File: src/rtl/joy_quad_mux_if.sv
// joy_quad_mux_if: joystick/encoder bundle between the emu top and joy_quad_mux.
//   clkdiv         - clk_sys cycles per quadrature step, shared by all channels
//   left/right     - joystick direction per channel, active high
//   ext_a/ext_b    - physical encoder phases per channel, asynchronous
//   enc_a/enc_b    - selected quadrature phases per channel, registered
//   src_ext        - 1 = channel driven by the physical encoder
// master drives the inputs (emu top / bench); slave is joy_quad_mux.
interface joy_quad_mux_if #(
  parameter int CHANNELS = 2,
  parameter int CLKDIV_W = 16
);
  logic [CLKDIV_W-1:0] clkdiv;
  logic [CHANNELS-1:0] left;
  logic [CHANNELS-1:0] right;
  logic [CHANNELS-1:0] ext_a;
  logic [CHANNELS-1:0] ext_b;
  logic [CHANNELS-1:0] enc_a;
  logic [CHANNELS-1:0] enc_b;
  logic [CHANNELS-1:0] src_ext;

  modport master (
    output clkdiv, left, right, ext_a, ext_b,
    input  enc_a, enc_b, src_ext
  );

  modport slave (
    input  clkdiv, left, right, ext_a, ext_b,
    output enc_a, enc_b, src_ext
  );
endinterface

File: src/rtl/joy_quad_mux.sv
// joy_quad_mux: per-channel joystick-to-quadrature converter with arbitration
// against a physical encoder on user-port pins.
//   clk_sys  - system clock
//   reset    - asynchronous active-high reset (released synchronously inside)
//   bus      - joy_quad_mux_if.slave (clkdiv, left, right, ext_a/b in;
//              enc_a/b, src_ext out)
// Optional: define JOY_QUAD_ACCEL_EN to shorten the step period after
// ACCEL_STEPS (then 2*ACCEL_STEPS) consecutive same-direction steps.

// joy_quad_lane: one spinner channel.
//   clk_i, rst_i        - clock, async active-high reset
//   clkdiv_i            - shared step divisor
//   left_i, right_i     - joystick direction
//   ext_a_i, ext_b_i    - async encoder phases
//   enc_a_o, enc_b_o    - registered selected phases
//   src_ext_o           - encoder currently owns the outputs
module joy_quad_lane #(
  parameter int CLKDIV_W    = 16,
  parameter int ACCEL_STEPS = 16
) (
  input  logic                clk_i,
  input  logic                rst_i,
  input  logic [CLKDIV_W-1:0] clkdiv_i,
  input  logic                left_i,
  input  logic                right_i,
  input  logic                ext_a_i,
  input  logic                ext_b_i,
  output logic                enc_a_o,
  output logic                enc_b_o,
  output logic                src_ext_o
);
  localparam logic [CLKDIV_W-1:0] ONE = CLKDIV_W'(1);

  // {A,B} pairs throughout
  logic [1:0]          sync1_q, sync2_q, prev_q;
  logic [1:0]          ph_q, ph_d;
  logic [1:0]          enc_q, enc_d;
  logic [CLKDIV_W-1:0] cnt_q, cnt_d, cnt_eff, div_eff;
  logic                dir_q, dir_d, act_q, act_d, src_q, src_d;
  logic                fwd, bwd, active, rev, tick, ext_chg;

  assign fwd     = right_i & ~left_i;
  assign bwd     = left_i & ~right_i;
  assign active  = fwd | bwd;
  // Direct fwd<->bwd switch without an idle cycle in between.
  assign rev     = active & act_q & (fwd != dir_q);
  assign ext_chg = (sync2_q != prev_q);

  // A reversal behaves like a fresh press: count from zero this cycle.
  assign cnt_eff = rev ? '0 : cnt_q;
  // >= rather than == so a clkdiv drop below the running count ticks at once.
  assign tick    = active & (cnt_eff >= div_eff - ONE);

`ifdef JOY_QUAD_ACCEL_EN
  localparam int STP_MAX = 2 * ACCEL_STEPS;
  localparam int STP_W   = $clog2(STP_MAX + 1);
  localparam logic [STP_W-1:0] STP_HALF = STP_W'(ACCEL_STEPS);
  localparam logic [STP_W-1:0] STP_FULL = STP_W'(STP_MAX);

  logic [STP_W-1:0]    stp_q, stp_d, stp_eff;
  logic [CLKDIV_W-1:0] div_sh;

  assign stp_eff = rev ? '0 : stp_q;

  always_comb begin
    div_sh = clkdiv_i;
    if (stp_eff >= STP_FULL)      div_sh = clkdiv_i >> 2;
    else if (stp_eff >= STP_HALF) div_sh = clkdiv_i >> 1;
    div_eff = (div_sh == '0) ? ONE : div_sh;
  end

  always_comb begin
    stp_d = stp_eff;
    if (!active)                        stp_d = '0;
    else if (tick && stp_eff != STP_FULL) stp_d = stp_eff + STP_W'(1);
  end

  always_ff @(posedge clk_i or posedge rst_i) begin
    if (rst_i) stp_q <= '0;
    else       stp_q <= stp_d;
  end
`else
  logic unused_accel;
  assign unused_accel = (ACCEL_STEPS != 0);
  assign div_eff = (clkdiv_i == '0) ? ONE : clkdiv_i;
`endif

  always_comb begin
    cnt_d = cnt_eff + ONE;
    ph_d  = ph_q;
    src_d = src_q;
    if (!active || tick) cnt_d = '0;
    // Gray walk: fwd 00->01->11->10, bwd the reverse.
    if (tick) ph_d = fwd ? {ph_q[0], ~ph_q[1]} : {~ph_q[0], ph_q[1]};
    // Emulated tick beats an encoder edge in the same cycle.
    if (tick)         src_d = 1'b0;
    else if (ext_chg) src_d = 1'b1;
    enc_d = src_d ? sync2_q : ph_d;
    dir_d = active ? fwd : dir_q;
    act_d = active;
  end

  always_ff @(posedge clk_i or posedge rst_i) begin
    if (rst_i) begin
      sync1_q <= '0;
      sync2_q <= '0;
      prev_q  <= '0;
      ph_q    <= '0;
      enc_q   <= '0;
      cnt_q   <= '0;
      dir_q   <= 1'b0;
      act_q   <= 1'b0;
      src_q   <= 1'b0;
    end else begin
      sync1_q <= {ext_a_i, ext_b_i};
      sync2_q <= sync1_q;
      prev_q  <= sync2_q;
      ph_q    <= ph_d;
      enc_q   <= enc_d;
      cnt_q   <= cnt_d;
      dir_q   <= dir_d;
      act_q   <= act_d;
      src_q   <= src_d;
    end
  end

  assign enc_a_o   = enc_q[1];
  assign enc_b_o   = enc_q[0];
  assign src_ext_o = src_q;
endmodule

module joy_quad_mux #(
  parameter int CHANNELS    = 2,
  parameter int CLKDIV_W    = 16,
  parameter int ACCEL_STEPS = 16
) (
  input  logic          clk_sys,
  input  logic          reset,
  joy_quad_mux_if.slave bus
);
  logic [1:0]          rst_sync_q;
  logic                rst_int;
  logic [CHANNELS-1:0] enc_a, enc_b, src_ext;

  // Assert immediately, release two clk_sys edges after reset drops.
  always_ff @(posedge clk_sys or posedge reset) begin
    if (reset) rst_sync_q <= 2'b11;
    else       rst_sync_q <= {rst_sync_q[0], 1'b0};
  end
  assign rst_int = rst_sync_q[1];

  for (genvar g = 0; g < CHANNELS; g++) begin : g_lane
    joy_quad_lane #(
      .CLKDIV_W    (CLKDIV_W),
      .ACCEL_STEPS (ACCEL_STEPS)
    ) u_lane (
      .clk_i     (clk_sys),
      .rst_i     (rst_int),
      .clkdiv_i  (bus.clkdiv),
      .left_i    (bus.left[g]),
      .right_i   (bus.right[g]),
      .ext_a_i   (bus.ext_a[g]),
      .ext_b_i   (bus.ext_b[g]),
      .enc_a_o   (enc_a[g]),
      .enc_b_o   (enc_b[g]),
      .src_ext_o (src_ext[g])
    );
  end

  assign bus.enc_a   = enc_a;
  assign bus.enc_b   = enc_b;
  assign bus.src_ext = src_ext;
endmodule

File: src/flat_wrapper.sv
// flat-port wrapper written by rule: the top's interface ports become plain ports
module joy_quad_mux_flat 
#(
  parameter int CHANNELS    = 2,
  parameter int CLKDIV_W    = 16,
  parameter int ACCEL_STEPS = 16
)
  (clk_sys, reset, bus_clkdiv, bus_left, bus_right, bus_ext_a, bus_ext_b, bus_enc_a, bus_enc_b, bus_src_ext);
  joy_quad_mux_if #(.CHANNELS(CHANNELS), .CLKDIV_W(CLKDIV_W)) bus_i ();
  input  logic clk_sys;
  input  logic reset;
  input wire logic [$bits(bus_i.clkdiv)-1:0] bus_clkdiv;
  input wire logic [$bits(bus_i.left)-1:0] bus_left;
  input wire logic [$bits(bus_i.right)-1:0] bus_right;
  input wire logic [$bits(bus_i.ext_a)-1:0] bus_ext_a;
  input wire logic [$bits(bus_i.ext_b)-1:0] bus_ext_b;
  output wire logic [$bits(bus_i.enc_a)-1:0] bus_enc_a;
  output wire logic [$bits(bus_i.enc_b)-1:0] bus_enc_b;
  output wire logic [$bits(bus_i.src_ext)-1:0] bus_src_ext;
  assign bus_i.clkdiv = bus_clkdiv;
  assign bus_i.left = bus_left;
  assign bus_i.right = bus_right;
  assign bus_i.ext_a = bus_ext_a;
  assign bus_i.ext_b = bus_ext_b;
  assign bus_enc_a = bus_i.enc_a;
  assign bus_enc_b = bus_i.enc_b;
  assign bus_src_ext = bus_i.src_ext;
  joy_quad_mux #(.CHANNELS(CHANNELS), .CLKDIV_W(CLKDIV_W), .ACCEL_STEPS(ACCEL_STEPS)) u_core (.clk_sys(clk_sys), .reset(reset), .bus(bus_i));
endmodule
File: config.mk
export PLATFORM = sky130hd
export DESIGN_NAME = joy_quad_mux_flat
export DESIGN_NICKNAME = d
export VERILOG_FILES = /design/src/rtl/joy_quad_mux_if.sv /design/src/rtl/joy_quad_mux.sv /design/src/flat_wrapper.sv
export SDC_FILE = /design/constraint.sdc
export NUM_CORES = 1
export LEC_CHECK = 0
export BUFFER_PORTS_ARGS = -buffer_cell sky130_fd_sc_hd__buf_2
export CAP_MARGIN = 20
export CORE_AREA = 4 4 114 116
export DETAILED_ROUTE_END_ITERATION = 10
export DIE_AREA = 0 0 118 120
export PLACE_DENSITY = 0.59
export SYNTH_ARGS = -nofsm -noshare
export SYNTH_HDL_FRONTEND = slang
export SYNTH_HIERARCHICAL = 1
export SYNTH_SLANG_ARGS = --single-unit
export TNS_END_PERCENT = 30
File: constraint.sdc
create_clock -name clk_sys -period 1 [get_ports clk_sys]
set_clock_uncertainty 0.15 [all_clocks]
set_input_delay 0.15 -clock clk_sys [delete_from_list [all_inputs] [get_ports clk_sys]]
set_output_delay 0.15 -clock clk_sys [all_outputs]
set_load 0.005 [all_outputs]
==> flow_summary.ini <==
[global_route]
grt_pass1_vias = 3833
overflow = 0
grt_max_degree = 30
gr-usage-all-layers_pct = 15.78
antenna_found_initial = 0
grt_pass1_wl_mm = 17.96

[clock_network]
numCtsBuffers = 9
cts_max_level = 3
insertion_delay_ns = 0.33
path_clk_slew_ns = 0.05
cts-root-to-sink-buffers = 2
cts.sinks = 60
cts_tree = yes
root_buffer = clkbuf_16

[power]
ir_drop_v = 0.001064
cellLeakagePower_uw = 0.002806
p_per_area_nw_per_um2 = 1194

[setup_path]
crit_fanout = 5
slowest_delay_ns = 0.56
critPathSlowestCell = or4_4
required_ns = 1.06
worst-setup-path-type = in -> reg
cp_data_arrival_time_ns = 3.65
worstSetupStartpointType = input port
path_delay_family = simple AND/OR/NAND/NOR gates
cpMostUsedCell = or4_4
path_cells = buf_6 -> or4_4 -> nor2_4 -> and3_4 -> a21oi_2 -> ha_2 -> nand2b_4 -> nor4_4 -> nand2_1 -> nor4_2 -> xnor2_1 -> ha_1 -> nand4_1 -> or3_1 -> or4_4 -> a31oi_4 -> mux2_1
crit_path_end_kind = flip-flop
path_buf_inv = 1

[synthesis]
synth_seq_cells = 60
synth_top_area_share_pct = 35.41
synth_area_sq_um = 4099
yosysTopAreaCell = dfrtp_1
ys_async_sr_fraction_pct = 100.0
yosys-top-cells-count = dfrtp_1 (58), nor2_1 (53), ha_1 (38)
avgSynthCellArea_sq_um = 9.577
yosysMostFrequentCell = dfrtp_1
synth.area.top_cells = dfrtp_1 (35%), ha_1 (12%), xnor2_1 (6.4%)
syn-num-nets = 492
synthCells = 428
synthFlopType = dfrtp_1
ys_types = 54
seq_area_frac_synth_pct = 36.69
synth_warnings = 6
synth_edf_count = 0

[route]
post_drt_wl_per_cell_microns = 14.12
postRouteAntennaNets = 0
drc = 0
finalWirelength_mm = 10.49
vias = 3589
viasPerCell = 4.830
first_pass_iters = 4
dr.first_iter.drc_count = 110

[final_layout]
finalNonFillerCells = 743
final_util_pct = 49.77
num-nets-final = 655
fin_area_sq_um = 5928
antenna_cells = 0
syn_to_final_growth_pct = 44.63
drive_gt1_share_pct = 35.57
nFillCells = 1112
register_area_sq_um = 1504
multi_input_area_sq_um = 2625

[status]
outcome = complete, but fails checks
violations = negative setup slack

[placed_design]
io_buffers = 31
placed_cells = 716
routabilityCongestion = 0.8329
placed_cell_area_sq_um = 5440
place_hpwl_mm = 8.227

[min_path]
hold_path.class = in -> reg

[sta]
setup_viol = 48
setup_tns_ns = -101.66
period_share_pct = 358.9
hold_viol = 0
fin_ws_ns = -2.589
period_minus_slack_ns = 3.589
drv_slew = 0
max_freq_mhz = 278.6
fin_hold_ws_ns = 0.1061
rsz0062_at_grt = true

[floorplan]
dieHeight_microns = 120
io_pins = 32
rows = 40
start_util_pct = 34.41
design.core.area_sq_um = 11910
die-area_sq_um = 14160
fp.dieW_microns = 118

[run]
drv_cap = 0
[cell families after synthesis]
family	after synthesis	share of synthesized area (%)
xor gates and xnor gates	60	13.00
other	1	0.09149
muxes	14	3.846
buffers and inverters	26	2.533
DFF	60	36.69
and+or+nand+nor	188	24.54
adders and majority gates	38	11.60
AOI/OAI and AO/OA	41	7.692
[metal layers]
layer	share of wire [%]	GRT usage (%)
met4	1.9	6.007
met5	0	0
met2	52	28.14
met3	2.4	3.676
met1	43	18.42
[power by group]
part,total [uW],switching (uW),internal (uW)
registers,2590,52.4,2540
clock network,3170,1120,2050
logic,1320,634,684
[cells in the final DEF, fill, tap and decap left out, types with 4 or more instances in the layout]
cell,Yosys,final
buf_12,0,5
mux2_2,10,7
nor2_1,53,52
buf_4,0,117
and2_1,34,34
or3_1,4,4
mux2_4,0,6
nand3_1,9,9
nand2_1,21,21
buf_6,0,8
nor4_1,10,5
and3_1,8,7
a21oi_1,12,11
nand2b_1,6,4
inv_1,18,18
and4_1,4,4
clkbuf_16,0,9
dfrtp_1,58,58
xor2_1,29,29
nor3_1,14,12
buf_2,4,25
ha_1,38,36
nand4_1,11,11
o21ai_0,5,5
dlygate4sd3_1,0,5
xnor2_1,30,30
[stage by stage]
stage | worst slack (ns) | power (uW)
6_report | -2.589 | 7080
5_1_grt | -2.706 | 7446
4_1_cts | -2.565 | 7161
3_5_place_dp | -2.923 | 3882
3_3_place_gp | -2.890 | 3835
2_1_floorplan | -2.630 | 3241
[flip-flops by register name (all words and copies together) (netlist names)]
name	flops
u_core/g_lane.u_lane/cnt_q	32
u_core/g_lane.u_lane/act_q	2
u_core/g_lane.u_lane/sync2_q	4
u_core/g_lane.u_lane/ph_q	4
u_core/rst_sync_q	2
u_core/g_lane.u_lane/prev_q	4
u_core/g_lane.u_lane/src_ext_o	2
u_core/g_lane.u_lane/enc_q	4
u_core/g_lane.u_lane/dir_q	2
u_core/g_lane.u_lane/sync1_q	4
[layout make-up]
type,instances,share of cell area (%)
inverters,18,1.140
clock buffers,12,4.327
repair buffers,160,20.98
multi-input cells,342,44.28
well taps,147,3.103
flip-flops and latches,60,25.37
clock inverters,4,0.8020
[worst paths after layout]
kind	from	to	depth (start not counted)	slack [ns]
max in group asynchronous	u_core/rst_sync_q[1]	u_core/g_lane[0].u_lane/cnt_q[15]	2	0.38
setup reg to reg	u_core/g_lane[0].u_lane/dir_q	u_core/g_lane[0].u_lane/ph_q[0]	9	-2.39
min in group asynchronous	u_core/rst_sync_q[1]	u_core/g_lane[1].u_lane/act_q	2	0.14
hold / removal	bus_right[1]	u_core/g_lane[1].u_lane/act_q	4	0.11
hold reg to reg	u_core/rst_sync_q[1]	u_core/g_lane[1].u_lane/act_q	2	0.14
setup / recovery	bus_clkdiv[11]	u_core/g_lane[0].u_lane/ph_q[0]	17	-2.59
[worst reg2reg max path, stage by stage, from the launching register on]
cell	delay (ns)
dfrtp_1	0.38
xnor2_1	0.14
or3_1	0.47
and2_1	0.25
ha_1	0.32
nand4_1	0.12
or3_1	0.38
or4_4	0.45
a31oi_4	0.25
mux2_1	0.36
[repair_timing]
action / in CTS / in global routing
endpoints found under the setup margin: 48 / 48
hold buffers: 5 / 0
endpoints found under the hold margin: 6 / 0
resized for setup: 8 / 7
buffers inserted: 5 / 2
pin swaps: 5 / 1
(Power assumes the default switching activity.)
